`src/rtl/seq_match_pkg.sv`:
```
// Shared types, defaults and width helpers for the seq_match_fsm sequence matcher.
package seq_match_pkg;

    typedef enum logic [0:0] {
        ST_TRACK = 1'b0,
        ST_HOLD  = 1'b1
    } state_e;

    localparam int unsigned DEF_WIDTH       = 1;
    localparam int unsigned DEF_LENGTH      = 8;
    localparam int unsigned DEF_CHECKPOINT  = 5;
    localparam int unsigned DEF_FALLBACK    = 1;
    localparam int unsigned DEF_HOLD_CYCLES = 100;

    function automatic int unsigned prog_width(input int unsigned len);
        return $clog2(len + 1);
    endfunction

    // A single-cycle hold still needs a one-bit counter to exist.
    function automatic int unsigned hold_width(input int unsigned cycles);
        return (cycles > 1) ? $clog2(cycles) : 1;
    endfunction

endpackage

```
`src/rtl/seq_match_fsm_hold_timer.sv`:
```
// Loadable down-counter that times the completion hold period of seq_match_fsm.
module hold_timer
    import seq_match_pkg::*;
#(
    parameter int unsigned HOLD_CYCLES = DEF_HOLD_CYCLES,
    parameter int unsigned CW          = hold_width(HOLD_CYCLES)
) (
    input  logic          i_clk,
    input  logic          i_rst,
    input  logic          i_load,
    input  logic [CW-1:0] i_load_val,
    input  logic          i_dec,
    output logic          o_zero
);

    logic [CW-1:0] r_count;

    always_ff @(posedge i_clk) begin
        if (i_rst) begin
            r_count <= '0;
        end else if (i_load) begin
            r_count <= i_load_val;
        end else if (i_dec && (r_count != '0)) begin
            r_count <= r_count - 1'b1;
        end
    end

    assign o_zero = (r_count == '0);

endmodule

```
`src/rtl/seq_match_fsm.sv`:
```
// Parametrised consecutive-match tracker with checkpoint fallback and a timed completion flag.
// Optional build macro SEQ_MATCH_MASK_EN adds a MASK input marking don't-care operand bits.
module seq_match_fsm
    import seq_match_pkg::*;
#(
    parameter int unsigned WIDTH       = DEF_WIDTH,
    parameter int unsigned LENGTH      = DEF_LENGTH,
    parameter int unsigned CHECKPOINT  = DEF_CHECKPOINT,
    parameter int unsigned FALLBACK    = DEF_FALLBACK,
    parameter int unsigned HOLD_CYCLES = DEF_HOLD_CYCLES
) (
    input  logic                          CLK,
    input  logic                          RST,
    input  logic                          STEP,
    input  logic [WIDTH-1:0]              X,
    input  logic [WIDTH-1:0]              Y,
`ifdef SEQ_MATCH_MASK_EN
    input  logic [WIDTH-1:0]              MASK,
`endif
    output logic                          Z,
    output logic                          MISS,
    output logic [prog_width(LENGTH)-1:0] PROGRESS,
    output logic                          BUSY
);

    localparam int unsigned PW = prog_width(LENGTH);
    localparam int unsigned CW = hold_width(HOLD_CYCLES);

    if (LENGTH < 2) begin : g_bad_length
        $error("seq_match_fsm: LENGTH must be >= 2");
    end
    if ((CHECKPOINT > LENGTH - 1) || (FALLBACK > CHECKPOINT)) begin : g_bad_checkpoint
        $error("seq_match_fsm: need FALLBACK <= CHECKPOINT <= LENGTH-1");
    end
    if (HOLD_CYCLES < 1) begin : g_bad_hold
        $error("seq_match_fsm: HOLD_CYCLES must be >= 1");
    end

    state_e        r_state;
    logic [PW-1:0] r_progress;
    logic          r_z;
    logic          r_miss;
    logic          r_busy;

    logic w_match;
    logic w_last;
    logic w_load;
    logic w_hold_zero;

`ifdef SEQ_MATCH_MASK_EN
    assign w_match = (((X ^ Y) & ~MASK) == '0);
`else
    assign w_match = (X == Y);
`endif

    assign w_last = (r_progress == PW'(LENGTH - 1));
    assign w_load = (r_state == ST_TRACK) && STEP && w_match && w_last;

    hold_timer #(
        .HOLD_CYCLES (HOLD_CYCLES),
        .CW          (CW)
    ) u_hold_timer (
        .i_clk      (CLK),
        .i_rst      (RST),
        .i_load     (w_load),
        .i_load_val (CW'(HOLD_CYCLES - 1)),
        .i_dec      (r_state == ST_HOLD),
        .o_zero     (w_hold_zero)
    );

    always_ff @(posedge CLK) begin
        if (RST) begin
            r_state    <= ST_TRACK;
            r_progress <= '0;
            r_z        <= 1'b0;
            r_miss     <= 1'b0;
            r_busy     <= 1'b0;
        end else begin
            unique case (r_state)
                ST_TRACK: begin
                    r_miss <= 1'b0;
                    if (STEP) begin
                        if (w_match) begin
                            if (w_last) begin
                                r_state    <= ST_HOLD;
                                r_progress <= PW'(LENGTH);
                                r_z        <= 1'b1;
                                r_busy     <= 1'b1;
                            end else begin
                                r_progress <= r_progress + 1'b1;
                            end
                        end else begin
                            r_miss     <= 1'b1;
                            r_progress <= (r_progress >= PW'(CHECKPOINT)) ? PW'(FALLBACK) : '0;
                        end
                    end
                end
                ST_HOLD: begin
                    // Operands are ignored here, including on the exit clock.
                    r_miss <= 1'b0;
                    if (w_hold_zero) begin
                        r_state    <= ST_TRACK;
                        r_progress <= '0;
                        r_z        <= 1'b0;
                        r_busy     <= 1'b0;
                    end
                end
                default: begin
                    r_state    <= ST_TRACK;
                    r_progress <= '0;
                    r_z        <= 1'b0;
                    r_miss     <= 1'b0;
                    r_busy     <= 1'b0;
                end
            endcase
        end
    end

    assign Z        = r_z;
    assign MISS     = r_miss;
    assign PROGRESS = r_progress;
    assign BUSY     = r_busy;

endmodule
```
`config.mk`:
```
export PLATFORM = sky130hd
export DESIGN_NAME = seq_match_fsm
export DESIGN_NICKNAME = d
export VERILOG_FILES = /design/src/rtl/seq_match_pkg.sv /design/src/rtl/seq_match_fsm_hold_timer.sv /design/src/rtl/seq_match_fsm.sv
export SDC_FILE = /design/constraint.sdc
export NUM_CORES = 1
export LEC_CHECK = 0
export BUFFER_PORTS_ARGS = -buffer_cell sky130_fd_sc_hd__buf_4
export CORE_MARGIN = 10
export CORE_UTILIZATION = 53
export CTS_CLUSTER_DIAMETER = 200
export DETAILED_ROUTE_END_ITERATION = 10
export PLACE_DENSITY = 0.75
export SETUP_SLACK_MARGIN = 0.5
export SYNTH_ARGS = -nofsm -noshare
export SYNTH_HDL_FRONTEND = slang
export SYNTH_SLANG_ARGS = --single-unit
export TNS_END_PERCENT = 20
```
`constraint.sdc`:
```
create_clock -name CLK -period 2.3 [get_ports CLK]
set_clock_uncertainty 0.15 [all_clocks]
set_input_delay 0.345 -clock CLK [delete_from_list [all_inputs] [get_ports CLK]]
set_output_delay 0.345 -clock CLK [all_outputs]
set_load 0.01 [all_outputs]
```
# Word level (Yosys, flattened, before mapping)
# Index checks and enable logic that the tools add are counted.
# classes
add_sub_neg	2
n_lt_le_gt_ge	1
eq_ne	6
n_mux	21
bitwise	1
reduce_logical	10
# ops
cell	count
4-bit 2-to-1 mux	4
7-bit 2-to-1 mux	2
1-bit 2-to-1 mux	11
4-bit case mux with 2 select lines	1
7-bit zero test	1
7-bit nonzero test	1
7-bit by 1-bit subtractor with 7-bit output (second input constant)	1
2-bit != test (second input constant)	3
1-bit case mux with 2 select lines	3
4-bit by 1-bit adder with 4-bit output (second input constant)	1
4-bit by 3-bit equality test with 1-bit output (second input constant)	1
4-bit by 3-bit >= comparator with 1-bit output (second input constant)	1
1-bit logical AND	4
4-bit AND reduction	1
2-bit by 1-bit != test with 1-bit output (second input constant)	1
2-bit AND reduction	1
2-bit nonzero test	1
2-bit OR reduction	1
1-bit equality test	1
1-bit NOT	1
# word_totals
reg_bits	14
input_bits	5
wordCells	47

# Longest topological paths before layout
# depth
depth_word	5
ltp_mapped	6
mapped_depth_nobuf	6

# Modules after synthesis
# A second synthesis with hierarchy kept.
# hier_totals
cells_unflattened	92
hier_area_um2	805.8
# modules_own_cells
mod	instances	cells_each	area_each_um2	seq_area_each_um2
hold_timer	1	48	419.2	140.1
seq_match_fsm	1	44	386.6	140.1

# Worst setup path before layout
# Ideal clock, no wire load.
# synth_timing
path_kind	flip-flop to flip-flop
start	register u_hold_timer.r_count[0]
end	register u_hold_timer.r_count[1]
setup_ns	0.115
t_arrival_ns	1.459
required_time_ns	2.035
setup_slack_ns	0.576
path_stages_with_launch	7
path_buffers	0
period_less_slack_ns	1.724
cell_sequence	dfxtp_1 > inv_1 > ha_1 > nor3b_1 > a21boi_1 > mux2i_1 > o21a_1
# synth_via
elab_chain_cells	3
elab_cells_between_ends	6
classes_between	add/sub: 1; mux: 2; reduce/logical: 3
# synth_rtl
element	line_no	source
start: declaration	seq_match_fsm_hold_timer.sv:16	logic [CW-1:0] r_count;
start signal: assignment	seq_match_fsm_hold_timer.sv:22	r_count <= i_load_val;
start signal: assignment	seq_match_fsm_hold_timer.sv:24	r_count <= r_count - 1'b1;
7-bit by 1-bit subtractor with 7-bit output or 7-bit nonzero test (tied branches)	seq_match_fsm_hold_timer.sv:24, seq_match_fsm_hold_timer.sv:23	
7-bit 2-to-1 mux or 1-bit logical AND (tied branches)	seq_match_fsm_hold_timer.sv:23	end else if (i_dec && (r_count != '0)) begin
7-bit 2-to-1 mux or 2-bit nonzero test (tied branches)	n/a	
# Parallel ways exist; a longest one is shown, timed or not. The select of a mux whose other input is x is not followed.
# A chain may end at the register's enable or synchronous reset.

# Final worst setup path
# layout_timing
start	register u_hold_timer.r_count[0]
end	register u_hold_timer.r_count[5]
# Same word-level chain as after synthesis.

==> report_table.html <==
<table>
<tr><th>Metric</th><th>Value</th></tr>
<tr><th colspan="2">Setup path</th></tr>
<tr><td>Worst path slowest cell</td><td>sky130_fd_sc_hd__a2111oi_2</td></tr>
<tr><td>Maximum fanout along the worst path</td><td>5</td></tr>
<tr><td>Startpoint type of the worst setup path</td><td>flop</td></tr>
<tr><td>Critical path data required time</td><td>2.33 ns</td></tr>
<tr><td>Combined buffer and inverter count along the critical path</td><td>1</td></tr>
<tr><td>Setup CP Type</td><td>reg2reg</td></tr>
<tr><td>Stage delay of the slowest cell on the critical path</td><td>0.41 ns</td></tr>
<tr><td>Critical path endpoint category</td><td>flop</td></tr>
<tr><td>Crit-path leading delay family</td><td>compound AO/OA/AOI/OAI gates</td></tr>
<tr><td>Cell-by-cell listing of the critical path</td><td>inv_1 -&gt; ha_1 -&gt; nor3b_2 -&gt; a2111oi_2 -&gt; xnor2_1 -&gt; o21ai_1</td></tr>
<tr><td>Data arrival at the endpoint of the critical path</td><td>1.77 ns</td></tr>
<tr><th colspan="2">Clock network</th></tr>
<tr><td>Post-cts hold buffer count</td><td>0</td></tr>
<tr><td>Clock net sink count</td><td>14</td></tr>
<tr><td>H-tree lvl count</td><td>1</td></tr>
<tr><td>Clock Root Buffer</td><td>sky130_fd_sc_hd__clkbuf_4</td></tr>
<tr><td>Clock tree from TritonCTS</td><td>built</td></tr>
<tr><td>Clock insertion delay at the later pin of the skew report</td><td>0.29 ns</td></tr>
<tr><td>Number of CTS-inserted buffers</td><td>3</td></tr>
<tr><td>Maximum clock insertion buffer count</td><td>2</td></tr>
<tr><td>Clock-pin slew on the worst setup and hold paths</td><td>0.09 ns</td></tr>
<tr><th colspan="2">Synthesis</th></tr>
<tr><td>Share of the synthesized area in the top cell type</td><td>36.96%</td></tr>
<tr><td>Count of synthesis-stage warnings from yosys</td><td>0</td></tr>
<tr><td>Post-Synthesis Net Count</td><td>93</td></tr>
<tr><td>Flip-flop and latch count after synthesis</td><td>14</td></tr>
<tr><td>Number of distinct library cell variants in the gate-level netlist after synthesis</td><td>34</td></tr>
<tr><td>Most used flip-flop cell after synthesis</td><td>sky130_fd_sc_hd__dfxtp_1</td></tr>
<tr><td>Syn_area_per_cell</td><td>9.027 um2</td></tr>
<tr><td>Synth top area cells</td><td>sky130_fd_sc_hd__dfxtp_1, sky130_fd_sc_hd__ha_1, sky130_fd_sc_hd__a21oi_1</td></tr>
<tr><td>Async set or reset register ratio after synthesis</td><td>0%</td></tr>
<tr><td>Most frequent cell after synthesis</td><td>sky130_fd_sc_hd__dfxtp_1</td></tr>
<tr><td>Top cells by count, synth</td><td>sky130_fd_sc_hd__dfxtp_1, sky130_fd_sc_hd__a21oi_1, sky130_fd_sc_hd__nor2_1</td></tr>
<tr><td>Cell type with the highest aggregate area in the netlist</td><td>sky130_fd_sc_hd__dfxtp_1</td></tr>
<tr><td>Count of mapped cells out of synthesis</td><td>84</td></tr>
<tr><td>Number of flops mapped to enable cells by yosys</td><td>0</td></tr>
<tr><td>Post-synthesis instance area</td><td>758.2 um2</td></tr>
<tr><td>Share of synthesized area occupied by flip-flops and latches</td><td>36.96%</td></tr>
<tr><th colspan="2">Placed design</th></tr>
<tr><td>IO buf count</td><td>11</td></tr>
<tr><td>Final RePlAce weighted congestion</td><td>0.7685</td></tr>
<tr><td>Half-perimeter wire length of the detailed placement result</td><td>1.231 mm</td></tr>
<tr><td>Post-placement cell count</td><td>108</td></tr>
<tr><th colspan="2">Global route</th></tr>
<tr><td>Fraction of met3 tracks used by global routing</td><td>3.486%</td></tr>
<tr><td>Pin count of the biggest net entering global routing</td><td>15</td></tr>
<tr><td>Met1 layer usage reported by global route</td><td>11.71%</td></tr>
<tr><td>Total gr overflow</td><td>0</td></tr>
<tr><td>Met2 usage</td><td>17.64%</td></tr>
<tr><td>Global-route usage over all layers</td><td>10.82%</td></tr>
<tr><td>Number of antenna violations at the first check in global routing</td><td>0</td></tr>
<tr><td>Vias in the first global route</td><td>668</td></tr>
<tr><td>Global-route wire length before repair</td><td>2.911 mm</td></tr>
<tr><td>Most heavily used metal layer in global routing</td><td>met2</td></tr>
<tr><th colspan="2">Power</th></tr>
<tr><td>Power density cells</td><td>525.9 nW/um2</td></tr>
<tr><td>Max VDD drop</td><td>0.3225 mV</td></tr>
<tr><td>Leakage dissipation</td><td>0.3309 nW</td></tr>
<tr><th colspan="2">Finish</th></tr>
<tr><td>Nets</td><td>108</td></tr>
<tr><td>Count of antenna diodes in the layout</td><td>0</td></tr>
<tr><td>Ratio of cells with drive above 1 in the final layout</td><td>22.45%</td></tr>
<tr><td>Post-route insts no fill</td><td>113</td></tr>
<tr><td>Synthesis-to-layout area growth</td><td>18.32%</td></tr>
<tr><th colspan="2">Timing</th></tr>
<tr><td>Max Slew Vio Count</td><td>0</td></tr>
<tr><td>Peak Freq</td><td>0.5758 GHz</td></tr>
<tr><td>RSZ-0062 raised after global routing</td><td>true</td></tr>
<tr><td>Summed negative setup slack over all endpoints</td><td>0 ns</td></tr>
<tr><td>Relative slew margins</td><td>63.85%</td></tr>
<tr><td>Hold Violations, Final</td><td>0</td></tr>
<tr><td>Number of failing setup endpoints in the final timing report</td><td>0</td></tr>
<tr><td>Period utilization</td><td>75.51%</td></tr>
<tr><td>Clock period minus final worst setup slack</td><td>1.737 ns</td></tr>
<tr><td>Slew of the pin with the lowest slew margin</td><td>0.5393 ns</td></tr>
<tr><th colspan="2">Route</th></tr>
<tr><td>WL/cell</td><td>14.76 um</td></tr>
<tr><td>Number of remaining DRC errors</td><td>0</td></tr>
<tr><td>Total number of vias</td><td>666</td></tr>
<tr><td>Length of the first detailed-routing pass in iterations</td><td>4</td></tr>
<tr><td>Average vias per placed instance</td><td>5.894</td></tr>
<tr><td>Total wire length after detailed routing</td><td>1.668 mm</td></tr>
<tr><td>Starting DRC count in detailed routing</td><td>8</td></tr>
<tr><td>Antenna-violating nets left</td><td>0</td></tr>
<tr><th colspan="2">Floorplanning</th></tr>
<tr><td>Die height</td><td>57.83 um</td></tr>
<tr><td>Core Footprint</td><td>1318 um2</td></tr>
<tr><td>Num rows</td><td>13</td></tr>
<tr><td>Top-level port count</td><td>12</td></tr>
<tr><td>Effective utilization at floorplan</td><td>57.55%</td></tr>
<tr><td>Die ar.</td><td>3344 um2</td></tr>
<tr><td>Die Span X</td><td>57.83 um</td></tr>
<tr><th colspan="2">Status</th></tr>
<tr><td>Outcome</td><td>finished clean</td></tr>
<tr><th colspan="2">Min path</th></tr>
<tr><td>Worst Hold Class</td><td>in2reg</td></tr>
<tr><th colspan="2">Run</th></tr>
<tr><td>Maximum Capacitance Violations</td><td>0</td></tr>
</table>
[cell families after synthesis]
family,after synthesis,synth area share [%]
mux,1,1.320
simple gates,32,26.24
flops,14,36.96
compound gates,22,20.30
buf+inv,7,3.961
xor+xnor,4,4.621
fa+ha+maj,4,6.601
[stage by stage]
step	utilization [%]	power, W	setup slack [ns]	instance area, um2	hold WS (ns)
after detailed placement	64.39	0.0002942	0.4086	848.3	0.3541
final	68.09	0.0004718	0.5633	897.1	0.1864
after global routing	68.09	0.0004900	0.4168	897.1	0.1863
after CTS	67.52	0.0004742	0.4450	889.6	0.1789
after floorplan	-	0.0002765	0.5763	758.2	0.2908
after global placement	64.39	0.0002929	0.4758	848.3	0.3347
[report_power, final]
part / total (W) / switching [W] / internal [W]
Combinational: 0.0000393 / 0.0000226 / 0.0000167
Sequential: 0.000249 / 0.00000410 / 0.000245
Clock: 0.000183 / 0.0000868 / 0.0000964
Total: 0.000472 / 0.000114 / 0.000358
[sequential cells by signal, indices dropped and copies added, names as in the netlist]
name / count
BUSY: 1
MISS: 1
PROGRESS: 4
r_state: 1
u_hold_timer.r_count: 7
[final cells by class]
class / count / area (um2)
fillers: 114 / 420.4
well taps: 15 / 18.77
inverters: 5 / 18.77
flip-flops and latches: 14 / 280.3
multi-input cells: 63 / 452.9
repair buffers: 12 / 90.09
clock buffers: 4 / 36.28
[worst paths after layout]
check / depth (start not counted) / endpoint / slack [ns] / startpoint
max reg2reg: 6 / u_hold_timer.r_count[5] / 0.56 / u_hold_timer.r_count[0]
min: 2 / PROGRESS[3] / 0.19 / RST
max: 6 / u_hold_timer.r_count[5] / 0.56 / u_hold_timer.r_count[0]
min reg2reg: 1 / u_hold_timer.r_count[6] / 0.37 / u_hold_timer.r_count[6]
[metal layers]
| metal | up-vias | routed length (um) |
|---|---|---|
| li1 | 334 | - |
| met2 | 11 | 769 |
| met5 | - | 0 |
| met1 | 316 | 777 |
| met4 | 0 | 40 |
| met3 | 5 | 81 |
[cell usage in the layout (no fill, tap or decap)]
cell,n
sky130_fd_sc_hd__a2111oi_0,1
sky130_fd_sc_hd__a2111oi_2,1
sky130_fd_sc_hd__a211oi_1,3
sky130_fd_sc_hd__a21boi_1,1
sky130_fd_sc_hd__a21oi_1,7
sky130_fd_sc_hd__a221oi_1,1
sky130_fd_sc_hd__a22oi_1,1
sky130_fd_sc_hd__a311oi_1,1
sky130_fd_sc_hd__a32o_1,1
sky130_fd_sc_hd__and4bb_4,1
sky130_fd_sc_hd__buf_4,12
sky130_fd_sc_hd__clkbuf_4,3
sky130_fd_sc_hd__clkbuf_8,1
sky130_fd_sc_hd__dfxtp_1,14
sky130_fd_sc_hd__ha_1,4
sky130_fd_sc_hd__inv_1,5
sky130_fd_sc_hd__mux2i_1,1
sky130_fd_sc_hd__nand2_1,6
sky130_fd_sc_hd__nand2b_1,2
sky130_fd_sc_hd__nand3_1,1
sky130_fd_sc_hd__nand3b_1,1
sky130_fd_sc_hd__nand4_1,1
sky130_fd_sc_hd__nor2_1,7
sky130_fd_sc_hd__nor2b_1,4
sky130_fd_sc_hd__nor3_1,5
sky130_fd_sc_hd__nor3_2,1
sky130_fd_sc_hd__nor3b_2,1
sky130_fd_sc_hd__nor4_4,1
sky130_fd_sc_hd__o211ai_1,1
sky130_fd_sc_hd__o21a_1,1
sky130_fd_sc_hd__o21ai_0,2
sky130_fd_sc_hd__o21ai_1,1
sky130_fd_sc_hd__or4b_4,1
sky130_fd_sc_hd__xnor2_1,3
sky130_fd_sc_hd__xor2_1,1
[worst reg2reg max path, cell delays in order, from the launching register on]
cell	delay, ns
sky130_fd_sc_hd__dfxtp_1	0.38
sky130_fd_sc_hd__inv_1	0.06
sky130_fd_sc_hd__ha_1	0.22
sky130_fd_sc_hd__nor3b_2	0.20
sky130_fd_sc_hd__a2111oi_2	0.41
sky130_fd_sc_hd__xnor2_1	0.16
sky130_fd_sc_hd__o21ai_1	0.06
[timing repair]
item | 4_1_cts | 5_1_grt
pin swaps | 0 | 1
setup buffers | 0 | 1
gates cloned | 0 | 0
setup endpoints to repair | 4 | 6
gates resized for setup | 1 | 0
Power figures use the tool's default switching activity.
